**src/rtl/vec_inst_queue.sv**
```systemverilog
// Issue buffer between the scalar core and the vector datapath: FIFO of
// {instruction, rs1, rs2} with a one-in-flight IDLE/ISSUE/EXEC issue FSM.
module vec_inst_queue #(
  parameter int unsigned DEPTH = 4,
  parameter int unsigned XLEN  = 32
) (
  input  logic                       clk,
  input  logic                       n_rst,
  input  logic                       inst_valid,
  input  logic [XLEN-1:0]            instruction,
  input  logic [XLEN-1:0]            rs1_data,
  input  logic [XLEN-1:0]            rs2_data,
  output logic                       inst_ready,
  input  logic                       flush,
  output logic                       issue_valid,
  output logic [XLEN-1:0]            issue_inst,
  output logic [XLEN-1:0]            issue_rs1,
  output logic [XLEN-1:0]            issue_rs2,
  input  logic                       is_vec,
  input  logic                       inst_done,
  output logic                       retire,
  output logic                       illegal,
  output logic [$clog2(DEPTH+1)-1:0] count,
  output logic                       busy
);

  localparam int unsigned CW   = $clog2(DEPTH + 1);
  localparam int unsigned PW   = $clog2(DEPTH);
  localparam int unsigned PTRW = PW + 1;
  localparam int unsigned EW   = 3 * XLEN;

  typedef enum logic [1:0] {
    IDLE  = 2'd0,
    ISSUE = 2'd1,
    EXEC  = 2'd2
  } state_e;

  state_e          state_q, state_d;
  logic [PTRW-1:0] wr_ptr_q, wr_ptr_d;
  logic [PTRW-1:0] rd_ptr_q, rd_ptr_d;
  logic [CW-1:0]   count_q, count_d;
  logic [EW-1:0]   head_q, head_d;
  logic [EW-1:0]   mem_q [DEPTH];
  logic            issue_valid_q, issue_valid_d;
  logic            retire_q, retire_d;
  logic            illegal_q, illegal_d;
  logic            busy_q, busy_d;
  logic            push, pop, load_head;

  assign inst_ready = (count_q < CW'(DEPTH));
  assign push       = inst_valid && inst_ready && !flush;

  // Issue FSM; flush overrides every transition and suppresses pulses.
  always_comb begin
    state_d   = state_q;
    pop       = 1'b0;
    retire_d  = 1'b0;
    illegal_d = 1'b0;
    load_head = 1'b0;
    case (state_q)
      IDLE: begin
        if (count_q != '0) begin
          state_d   = ISSUE;
          load_head = 1'b1;
        end
      end
      ISSUE: begin
        if (!is_vec) begin
          illegal_d = 1'b1;
          pop       = 1'b1;
          state_d   = IDLE;
        end else if (inst_done) begin
          retire_d = 1'b1;
          pop      = 1'b1;
          state_d  = IDLE;
        end else begin
          state_d = EXEC;
        end
      end
      EXEC: begin
        if (inst_done) begin
          retire_d = 1'b1;
          pop      = 1'b1;
          state_d  = IDLE;
        end
      end
      default: state_d = IDLE;
    endcase
    if (flush) begin
      state_d   = IDLE;
      pop       = 1'b0;
      retire_d  = 1'b0;
      illegal_d = 1'b0;
      load_head = 1'b0;
    end
  end

  // Pointer/occupancy bookkeeping and head capture.
  always_comb begin
    wr_ptr_d = wr_ptr_q;
    rd_ptr_d = rd_ptr_q;
    count_d  = count_q;
    head_d   = head_q;
    if (flush) begin
      wr_ptr_d = '0;
      rd_ptr_d = '0;
      count_d  = '0;
    end else begin
      if (push) wr_ptr_d = wr_ptr_q + PTRW'(1);
      if (pop)  rd_ptr_d = rd_ptr_q + PTRW'(1);
      count_d = count_q + CW'(push) - CW'(pop);
    end
    if (load_head) head_d = mem_q[rd_ptr_q[PW-1:0]];
    issue_valid_d = (state_d != IDLE);
    busy_d        = (state_d != IDLE);
  end

  always_ff @(posedge clk) begin
    if (push) mem_q[wr_ptr_q[PW-1:0]] <= {instruction, rs1_data, rs2_data};
  end

  always_ff @(posedge clk or negedge n_rst) begin
    if (!n_rst) begin
      state_q       <= IDLE;
      wr_ptr_q      <= '0;
      rd_ptr_q      <= '0;
      count_q       <= '0;
      head_q        <= '0;
      issue_valid_q <= 1'b0;
      retire_q      <= 1'b0;
      illegal_q     <= 1'b0;
      busy_q        <= 1'b0;
    end else begin
      state_q       <= state_d;
      wr_ptr_q      <= wr_ptr_d;
      rd_ptr_q      <= rd_ptr_d;
      count_q       <= count_d;
      head_q        <= head_d;
      issue_valid_q <= issue_valid_d;
      retire_q      <= retire_d;
      illegal_q     <= illegal_d;
      busy_q        <= busy_d;
    end
  end

  assign issue_valid = issue_valid_q;
  assign issue_inst  = head_q[EW-1 -: XLEN];
  assign issue_rs1   = head_q[2*XLEN-1 -: XLEN];
  assign issue_rs2   = head_q[XLEN-1:0];
  assign retire      = retire_q;
  assign illegal     = illegal_q;
  assign count       = count_q;
  assign busy        = busy_q;

  // Wrap-bit pointer distance must always equal the occupancy counter.
  a_ptr_count: assert property (@(posedge clk) disable iff (!n_rst)
    CW'(wr_ptr_q - rd_ptr_q) == count_q);
  a_count_max: assert property (@(posedge clk) disable iff (!n_rst)
    count_q <= CW'(DEPTH));

endmodule

```
**config.mk**
```make
export PLATFORM = sky130hd
export DESIGN_NAME = vec_inst_queue
export DESIGN_NICKNAME = d
export VERILOG_FILES = /design/src/rtl/vec_inst_queue.sv
export SDC_FILE = /design/constraint.sdc
export NUM_CORES = 1
export LEC_CHECK = 0
export ABC_AREA = 1
export BUFFER_PORTS_ARGS = -buffer_cell sky130_fd_sc_hd__buf_4
export CAP_MARGIN = 40
export CORE_ASPECT_RATIO = 0.8
export CORE_MARGIN = 4
export CORE_UTILIZATION = 55
export DETAILED_ROUTE_END_ITERATION = 10
export GPL_TIMING_DRIVEN = 0
export PLACE_DENSITY_LB_ADDON = 0.1
export SLEW_MARGIN = 20
export SYNTH_ARGS = -nofsm -noshare
export SYNTH_HDL_FRONTEND = slang
export SYNTH_SLANG_ARGS = --single-unit
```
**constraint.sdc**
```tcl
create_clock -name clk -period 6.3 [get_ports clk]
set_clock_uncertainty 0.15 [all_clocks]
set_input_delay 0.315 -clock clk [delete_from_list [all_inputs] [get_ports clk]]
set_output_delay 0.315 -clock clk [all_outputs]
set_load 0.02 [all_outputs]
```
==> impl_metrics.ini, run 1 <==
[detailed_routing]
drtAntennaViolNets = 0
wire_length_per_cell_um = 16.83
wirelength_mm = 49.00
post_drt_via_cell_ratio = 4.906
detailedRoute.firstIterationViolations = 1100
dr.pass1.iters = 5
detail_route.drc_violations = 0
count_of_vias_placed_by_the_detailed_router = 14281

[final_layout]
multiInputGateArea_mm2 = 0.004249
share_of_post_route_cells_with_drive_strength_above_1_pct = 15.29
layout.cells.non_filler = 2911
final_area_mm2 = 0.02572
area.growth.synth_to_final_pct = 25.78
final_net_count = 2502
ff_latch_area_mm2 = 0.01423
fill_cell_count = 2638

[global_routing]
grt_usage_pct = 24.29
via_count_of_the_first_global_routing_pass = 14243
globalRouteOverflowTotal = 0
number_of_antenna_violations_at_the_first_check_in_global_routing = 5
grt_first_pass_wirelength_mm = 77.06
pin_count_of_the_biggest_net_entering_global_routing = 59

[clock_tree]
clock_transition_at_the_registers_of_the_reported_paths_ns = 0.06
numCtsBuffers = 48
cts.repair_timing.setup_buffer_count = 0
cts_max_path_buffers = 3
cts_max_level = 2
tritoncts = built
clockRootBuffer = sky130_fd_sc_hd__clkbuf_16
clock_insertion_delay_worst_skew_ns = 0.55
tritoncts_num_sinks = 492

[critical_path]
critical_path.endpoint_type = register
worst_ep_required_time_ns = 6.40
crit_type = input pin to register
ff2ff_setup_slack_ns = 3.45
crit_arrival_ns = 3.01
worst-path-max-fanout = 19
worstSetupStartpointType = input pin

[logic_synthesis]
postSynthRegisterBits = 492
yosysSeqAreaShare_pct = 69.60
synthesis.area_per_instance_um2 = 10.16
syn-cell-area_mm2 = 0.02045
synthesis.nets = 2125
total_number_of_yosys_warnings = 0
syn_inst = 2012
count_of_distinct_cell_types_in_the_synthesized_netlist = 20

[power_and_ir_drop]
power.static_leakage_uw = 0.01230
power_per_cell_area_mw_per_mm2 = 350.9
power.ir.vdd_worst_v = 0.0003803
fin_total_pwr_uw = 9026

[floorplanning]
row_count = 62
die_height_um = 180.5
num_io_pins = 206
floorplan.initialDensity_pct = 56.33
core_region_area_mm2 = 0.03630
full_die_area_mm2 = 0.04035
die_w_um = 223.6

[timing]
hold_violations = 0
slew_viol_final = 0
max_clock_freq_mhz = 344.5
report.final.setup_viol = 0
final_min_period_over_clock_period_pct = 46.08
relSlewSlack_pct = 52.89
worst_margin_pin_slew_ns = 0.7049
timing.final.crit_period_ns = 2.903
unrepaired_setup_endpoints_after_global_routing = no

[placed_design]
dpl-instance-area_mm2 = 0.02315
finalWeightedCongestion = 0.8037
dp.cells = 2718
post-dp-hpwl_mm = 31.34
port_bufs = 205

[outcome]
status = completed

[hold_path]
min-delay-path-class = input pin to async pin

[run]
max_cap_viol_count = 0
cells by family after synthesis:
| kind of cell | share of synthesized area (%) |
|---|---|
| AO/OA/AOI/OAI | 0.1713 |
| XOR/XNOR | 0.04283 |
| adder cells (fa/ha/maj) | 0.7097 |
| buffers and inverters | 9.771 |
| flip-flops | 69.60 |
| AND/OR/NAND/NOR | 19.71 |
layer usage:
metal  up-vias  wire length (µm)  GRT usage, %
met1      6818             21030         33.14
met4         2               810         5.817
met5         -                12             0
met3        68              3212         4.218
li1       6971                 -             -
met2       422             23930         41.25
Yosys cell counts, drive strengths merged:
library cell,instances,area (µm²)
xor2,1,8.760
clkbuf,12,45.04
nand4,1,6.260
dfrtp,108,2703
nand2,789,2962
edfxtp,384,11530
fa,1,20.02
nor3,1,5.000
inv,412,1546
o21ai,3,15.01
a21oi,4,20.02
ha,10,125.1
nor2,11,41.29
nand3,202,1016
buf,73,406.6
timing repair:
item | 4_1_cts | 5_1_grt
hold endpoints to repair | 440 | 0
hold buffers | 101 | 0
resized for setup | 0 | 0
worst max-delay path, stage by stage:
cell and delay [ns]:
sky130_fd_sc_hd__dlygate4sd3_1 0.56, sky130_fd_sc_hd__buf_4 0.17, sky130_fd_sc_hd__inv_2 0.16, sky130_fd_sc_hd__nand3_1 0.40, sky130_fd_sc_hd__nor2_4 0.70, sky130_fd_sc_hd__buf_12 0.27, sky130_fd_sc_hd__buf_16 0.19, sky130_fd_sc_hd__buf_16 0.18
cell type report:
class	instances	share of cell area [%]
diodes	4	0.03891
multi-input cells	1023	16.52
repair buffers	327	11.97
flip-flops and latches	492	55.33
plain buffers	85	1.756
well taps	480	2.335
clock buffers	74	5.564
clock inverters	14	0.4718
inverters	412	6.012
state kept, by name (all words and copies together), names as in the netlist:
name / count
head_q: 96
mem_q: 384
wr_ptr_q: 2
rd_ptr_q: 2
retire: 1
state_q: 2
busy: 1
illegal: 1
count: 3
path summary, 6_finish.rpt:
path,start,to,cells after the start
worst max register to register,count[2],mem_q[0][66],6
max in group asynchronous,n_rst,head_q[86],3
worst min-delay path,n_rst,head_q[16],2
worst min register to register,head_q[93],head_q[93],2
worst max-delay path,flush,mem_q[0][66],8
min in group clk,head_q[93],head_q[93],2
power by group:
part | leakage (µW) | switching, µW | internal, µW
clock network | 0.000769 | 1170 | 1640
logic | 0.00668 | 1240 | 805
registers | 0.00485 | 226 | 3940
cells in the final DEF, fill, tap and decap left out, types with 2 or more instances in the layout:
master,Yosys,routed
sky130_fd_sc_hd__ha_1,10,10
sky130_fd_sc_hd__nand3_1,201,201
sky130_fd_sc_hd__clkbuf_8,0,9
sky130_fd_sc_hd__nor2_1,11,7
sky130_fd_sc_hd__nand2_1,789,789
sky130_fd_sc_hd__a21oi_1,4,4
sky130_fd_sc_hd__inv_1,408,408
sky130_fd_sc_hd__clkinv_1,0,2
sky130_fd_sc_hd__buf_1,8,8
sky130_fd_sc_hd__buf_16,0,14
sky130_fd_sc_hd__o21ai_0,3,3
sky130_fd_sc_hd__buf_2,52,52
sky130_fd_sc_hd__clkbuf_16,0,50
sky130_fd_sc_hd__inv_2,4,4
sky130_fd_sc_hd__bufinv_16,0,2
sky130_fd_sc_hd__dlygate4sd3_1,0,101
sky130_fd_sc_hd__buf_6,5,6
sky130_fd_sc_hd__buf_12,0,7
sky130_fd_sc_hd__dfrtp_1,108,108
sky130_fd_sc_hd__clkinv_2,0,9
sky130_fd_sc_hd__edfxtp_1,384,384
sky130_fd_sc_hd__diode_2,0,4
sky130_fd_sc_hd__clkbuf_1,12,27
sky130_fd_sc_hd__nor2_4,0,4
sky130_fd_sc_hd__buf_4,8,212
stage by stage:
step | worst slack (ns) | setup TNS (ns) | utilization (%) | hold WS (ns)
2_1_floorplan | 0.6889 | 0 | - | -0.1306
3_3_place_gp | -2.818 | -1043.39 | 62.22 | 0.3129
3_5_place_dp | 3.412 | 0 | 63.76 | 0.1891
4_1_cts | 3.408 | 0 | 70.83 | 0.1677
5_1_grt | 3.324 | 0 | 70.85 | 0.2013
6_report | 3.397 | 0 | 70.85 | 0.1653
Power figures use the tool's default switching activity.
==> run 2: changes to the inputs <==
clock period = 2.9 ns   (was 6.3 ns; I/O delays follow)
==> impl_metrics.ini, run 2 (same netlist as run 1, synthesis figures left out) <==
[outcome]
status = completed

[detailed_routing]
detail_route.drc_violations = 0
count_of_vias_placed_by_the_detailed_router = 14266
wire_length_per_cell_um = 16.60
dr.pass1.iters = 5
wirelength_mm = 48.35
post_drt_via_cell_ratio = 4.897
detailedRoute.firstIterationViolations = 1057
drtAntennaViolNets = 0

[clock_tree]
cts_max_path_buffers = 3
numCtsBuffers = 48
clockRootBuffer = sky130_fd_sc_hd__clkbuf_16
clock_insertion_delay_worst_skew_ns = 0.57
clock_transition_at_the_registers_of_the_reported_paths_ns = 0.07
tritoncts_num_sinks = 492
cts-resized-gates = 0
tritoncts = built
cts_max_level = 2
postCtsHoldBufs = 104
cts.repair_timing.setup_buffer_count = 0

[hold_path]
hold_path_stages = 2
holdPathEnd = mem_q[3][65]
min-delay-path-class = input pin to register
launch_point_of_the_worst_hold_path = instruction[1]

[critical_path]
worst_r2r_path_depth = 13
worstSetupStartpointType = register
worst-path-max-fanout = 4
critical_path.endpoint_type = register
reg2reg_to = count[2]
rr_startpoint = state_q[0]
ff2ff_setup_slack_ns = 0.37
crit_type = register to register
crit_arrival_ns = 2.84
worst_ep_required_time_ns = 3.21

[final_layout]
area.growth.synth_to_final_pct = 25.58
final_cell_mix = sky130_fd_sc_hd__nand2_1, sky130_fd_sc_hd__inv_1, sky130_fd_sc_hd__edfxtp_1, sky130_fd_sc_hd__buf_4, sky130_fd_sc_hd__nand3_1
fill_cell_count = 2637
final_net_count = 2504
layout.cells.non_filler = 2913
final_core_util_pct = 70.74
mostFrequentLayoutCell = sky130_fd_sc_hd__nand2_1
flip_flop_count_of_the_largest_register_after_layout = 384
share_of_post_route_cells_with_drive_strength_above_1_pct = 15.19

[timing]
slew_viol_final = 0
final_min_period_over_clock_period_pct = 87.30
unrepaired_setup_endpoints_after_global_routing = no
timing.final.crit_period_ns = 2.532
max_clock_freq_mhz = 395.0
hold_violations = 0
report.final.setup_viol = 0
setup_total_negative_slack_ns = 0
worst_margin_pin_slew_ns = 0.7221
relSlewSlack_pct = 51.86

[global_routing]
globalRouteOverflowTotal = 0
grt_first_pass_wirelength_mm = 76.38
pin_count_of_the_biggest_net_entering_global_routing = 70
via_count_of_the_first_global_routing_pass = 13980
number_of_antenna_violations_at_the_first_check_in_global_routing = 3
grt_usage_pct = 23.96

[floorplanning]
die_height_um = 180.5
row_count = 62
num_io_pins = 206
die_w_um = 223.6
full_die_area_mm2 = 0.04035
core_region_area_mm2 = 0.03630
floorplan.initialDensity_pct = 56.33

[power_and_ir_drop]
power.ir.vdd_worst_v = 0.0006650
power.switching_fraction_pct = 29.48
power_per_cell_area_mw_per_mm2 = 758.6
combinational_cell_fraction_of_total_power_pct = 22.8
fin_total_pwr_uw = 19480
share_seq_of_total_power_pct = 46.3
internal-power_uw = 13740
netSwitchingPower_uw = 5744
power.static_leakage_uw = 0.01227
share_clk_of_total_power_pct = 30.9

[placed_design]
dp.cells = 2717
post-dp-hpwl_mm = 31.26
port_bufs = 205
finalWeightedCongestion = 0.7693

[run]
max_cap_viol_count = 0
[run 2: worst max path at each step]
stage | startpoint | slack, ns | end | depth (start not counted)
after floorplan | count[2] | 0.06 | mem_q[0][0] | 3
after global placement | flush | -1.0 | mem_q[0][1] | 4
after detailed placement | state_q[0] | 0.42 | count[2] | 13
after CTS | state_q[0] | 0.39 | count[2] | 13
after global routing | state_q[1] | 0.16 | count[2] | 14
final | state_q[0] | 0.37 | count[2] | 13
[run 2: critical path: stages (launching register included)]
cell,delay [ns]
sky130_fd_sc_hd__dfrtp_1,0.41
sky130_fd_sc_hd__inv_1,0.11
sky130_fd_sc_hd__ha_1,0.22
sky130_fd_sc_hd__nand2_1,0.07
sky130_fd_sc_hd__nand2_1,0.08
sky130_fd_sc_hd__nand3_1,0.13
sky130_fd_sc_hd__nor2_1,0.13
sky130_fd_sc_hd__ha_1,0.24
sky130_fd_sc_hd__inv_1,0.07
sky130_fd_sc_hd__ha_1,0.14
sky130_fd_sc_hd__inv_1,0.05
sky130_fd_sc_hd__fa_1,0.41
sky130_fd_sc_hd__a21oi_1,0.14
sky130_fd_sc_hd__nor2_1,0.06
[run 2: layout make-up]
| class | count | area, µm² | area share, % |
|---|---|---|---|
| Timing Repair Buffer | 329 | 3069 | 11.95 |
| Clock inverter | 19 | 156.4 | 0.6090 |
| Antenna cell | 3 | 7.507 | 0.02923 |
| Inverter | 412 | 1546 | 6.022 |
| Clock buffer | 70 | 1355 | 5.276 |
| Sequential cell | 492 | 14230 | 55.42 |
| Multi-Input combinational cell | 1023 | 4262 | 16.59 |
| Buffer | 85 | 451.7 | 1.759 |
| Tap cell | 480 | 600.6 | 2.339 |
[run 2: per-stage QoR]
step	hold slack [ns]	setup WS, ns	area (µm²)
final	0.1727	0.3682	25680
after global routing	0.1675	0.1554	25680
after CTS	0.1362	0.3855	25670
after detailed placement	-0.06622	0.4165	23110
after global placement	0.1864	-0.9989	22630
after floorplan	-0.3006	0.05952	20490
[run 2: routing by layer]
layer | vias up | wire, µm | track usage (%)
met5 | - | 0 | 0
met4 | 0 | 985 | 5.792
met3 | 75 | 2819 | 3.388
met2 | 421 | 23550 | 40.22
met1 | 6776 | 21000 | 33.60
li1 | 6994 | - | -
[run 2: power by group through the flow]
stage	sequential [µW]	combinational, µW	clock [µW]
floorplan	9870	1610	0
CTS	9030	4480	6110
detailed placement	9160	4330	0
global route	9120	4840	6440
finish	9030	4440	6020
global placement	9160	4150	0
==> run 3: changes to the inputs <==
CORE_UTILIZATION = 35   (was 55)
==> impl_metrics.ini, run 3 (same netlist as run 1, synthesis figures left out) <==
[floorplanning]
row_count = 78
full_die_area_mm2 = 0.06239
num_io_pins = 206
die_w_um = 278.3
die_height_um = 224.2
floorplan.initialDensity_pct = 35.70
core_region_area_mm2 = 0.05729

[power_and_ir_drop]
share_seq_of_total_power_pct = 44.7
power.ir.vdd_worst_v = 0.0004603
combinational_cell_fraction_of_total_power_pct = 22.2
power.static_leakage_uw = 0.01245
netSwitchingPower_uw = 5961
fin_total_pwr_uw = 20250
power_per_cell_area_mw_per_mm2 = 767.4
internal-power_uw = 14290
share_clk_of_total_power_pct = 33.1
power.switching_fraction_pct = 29.44

[final_layout]
share_of_post_route_cells_with_drive_strength_above_1_pct = 15.77
final_cell_mix = sky130_fd_sc_hd__nand2_1, sky130_fd_sc_hd__inv_1, sky130_fd_sc_hd__edfxtp_1, sky130_fd_sc_hd__buf_4, sky130_fd_sc_hd__nand3_1
mostFrequentLayoutCell = sky130_fd_sc_hd__nand2_1
flip_flop_count_of_the_largest_register_after_layout = 384
final_area_mm2 = 0.02639
final_net_count = 2513
area.growth.synth_to_final_pct = 29.03
final_core_util_pct = 46.06

[run]
max_cap_viol_count = 0

[placed_design]
dpl-instance-area_mm2 = 0.02362
port_bufs = 205
post-dp-hpwl_mm = 35.82
finalWeightedCongestion = 0.7616
pre_cts_slack_ns = 0.3838

[timing]
report.final.setup_viol = 0
timing.final.crit_period_ns = 2.564
worst_margin_pin_slew_ns = 0.7808
final_min_period_over_clock_period_pct = 88.40
unrepaired_setup_endpoints_after_global_routing = no
slew_viol_final = 0
worst_case_setup_margin_in_the_final_layout_ns = 0.3364
max_clock_freq_mhz = 390.1
setup_total_negative_slack_ns = 0
hold_violations = 0
relSlewSlack_pct = 47.95

[global_routing]
grt_first_pass_wirelength_mm = 84.66
globalRouteOverflowTotal = 0
number_of_antenna_violations_at_the_first_check_in_global_routing = 4
via_count_of_the_first_global_routing_pass = 14125
pin_count_of_the_biggest_net_entering_global_routing = 60
grt_usage_pct = 17.50

[critical_path]
worst_ep_required_time_ns = 3.27
worst-path-max-fanout = 4
crit_arrival_ns = 2.93
ff2ff_setup_slack_ns = 0.34
worstSetupStartpointType = register
crit_type = register to register
critical_path.endpoint_type = register

[clock_tree]
clock_insertion_delay_worst_skew_ns = 0.59
tritoncts_num_sinks = 492
tritoncts = built
clockRootBuffer = sky130_fd_sc_hd__clkbuf_16
cts_max_path_buffers = 3
cts.repair_timing.setup_buffer_count = 0
postCtsHoldBufs = 104
cts-resized-gates = 0
numCtsBuffers = 52
clock_transition_at_the_registers_of_the_reported_paths_ns = 0.06
cts_max_level = 2

[detailed_routing]
wirelength_mm = 54.70
detail_route.drc_violations = 0
detailedRoute.firstIterationViolations = 892
wire_length_per_cell_um = 17.08
drtAntennaViolNets = 0
count_of_vias_placed_by_the_detailed_router = 14005
dr.pass1.iters = 5
post_drt_via_cell_ratio = 4.372

[hold_path]
min-delay-path-class = input pin to register

[outcome]
status = completed
run 3: cell types whose count changed in the layout (fill, tap and decap cells not counted), sizes merged:
cell	before	now
clkinv	15	20
buf	299	304
clkbuf	82	83
bufinv	2	5
inv	414	412
diode	3	1
run 3: worst paths after layout:
kind | from | end | cells after the start
worst max-delay path | state_q[0] | count[2] | 14
worst min-delay path | rs1_data[26] | mem_q[2][58] | 2
worst max register to register | state_q[0] | count[2] | 14
worst min register to register | head_q[72] | head_q[72] | 2
max in group asynchronous | n_rst | head_q[73] | 4
min in group asynchronous | n_rst | head_q[15] | 4
run 3: final cells by class:
class / instances / area [µm²]
fill: 5370 / 30900
sequential: 492 / 14230
multi-input combinational: 1023 / 4262
timing repair buffer: 334 / 3236
inverter: 412 / 1546
clock buffer: 71 / 1464
tap: 760 / 950.9
buffer: 85 / 451.7
clock inverter: 25 / 241.5
antenna: 1 / 2.502
run 3: metal layers:
layer	vias to the layer above	track usage [%]	wire length, µm
li1	7023	-	-
met1	6647	23.75	25390
met2	262	29.51	25950
met3	69	2.949	2310
met4	4	4.315	1030
met5	-	0	20
run 3: worst max-delay path, cell delays in order, from the launching register on:
cell and delay (ns):
sky130_fd_sc_hd__dfrtp_1 0.40, sky130_fd_sc_hd__inv_1 0.10, sky130_fd_sc_hd__ha_1 0.23, sky130_fd_sc_hd__nand2_1 0.09, sky130_fd_sc_hd__nand2_1 0.10, sky130_fd_sc_hd__nand3_1 0.14, sky130_fd_sc_hd__nor2_1 0.15, sky130_fd_sc_hd__ha_1 0.24
sky130_fd_sc_hd__inv_1 0.05, sky130_fd_sc_hd__ha_1 0.13, sky130_fd_sc_hd__inv_1 0.05, sky130_fd_sc_hd__fa_1 0.41, sky130_fd_sc_hd__inv_1 0.06, sky130_fd_sc_hd__o21ai_0 0.08, sky130_fd_sc_hd__nor2_1 0.10
run 3: power by group through the flow:
stage	clock network (µW)	logic, µW	registers (µW)
6_report	6700	4490	9060
2_1_floorplan	0	1610	9870
3_5_place_dp	0	4460	9190
3_3_place_gp	0	4290	9210
5_1_grt	7190	4960	9160
4_1_cts	6900	4600	9060
run 3: stage by stage:
stage	hold WS, ns	cells
after detailed placement	-0.04207	3002
after global placement	0.1894	2977
after floorplan	-0.3006	2012
after global routing	0.1339	3202
after CTS	0.1064	3202
final	0.1507	3203
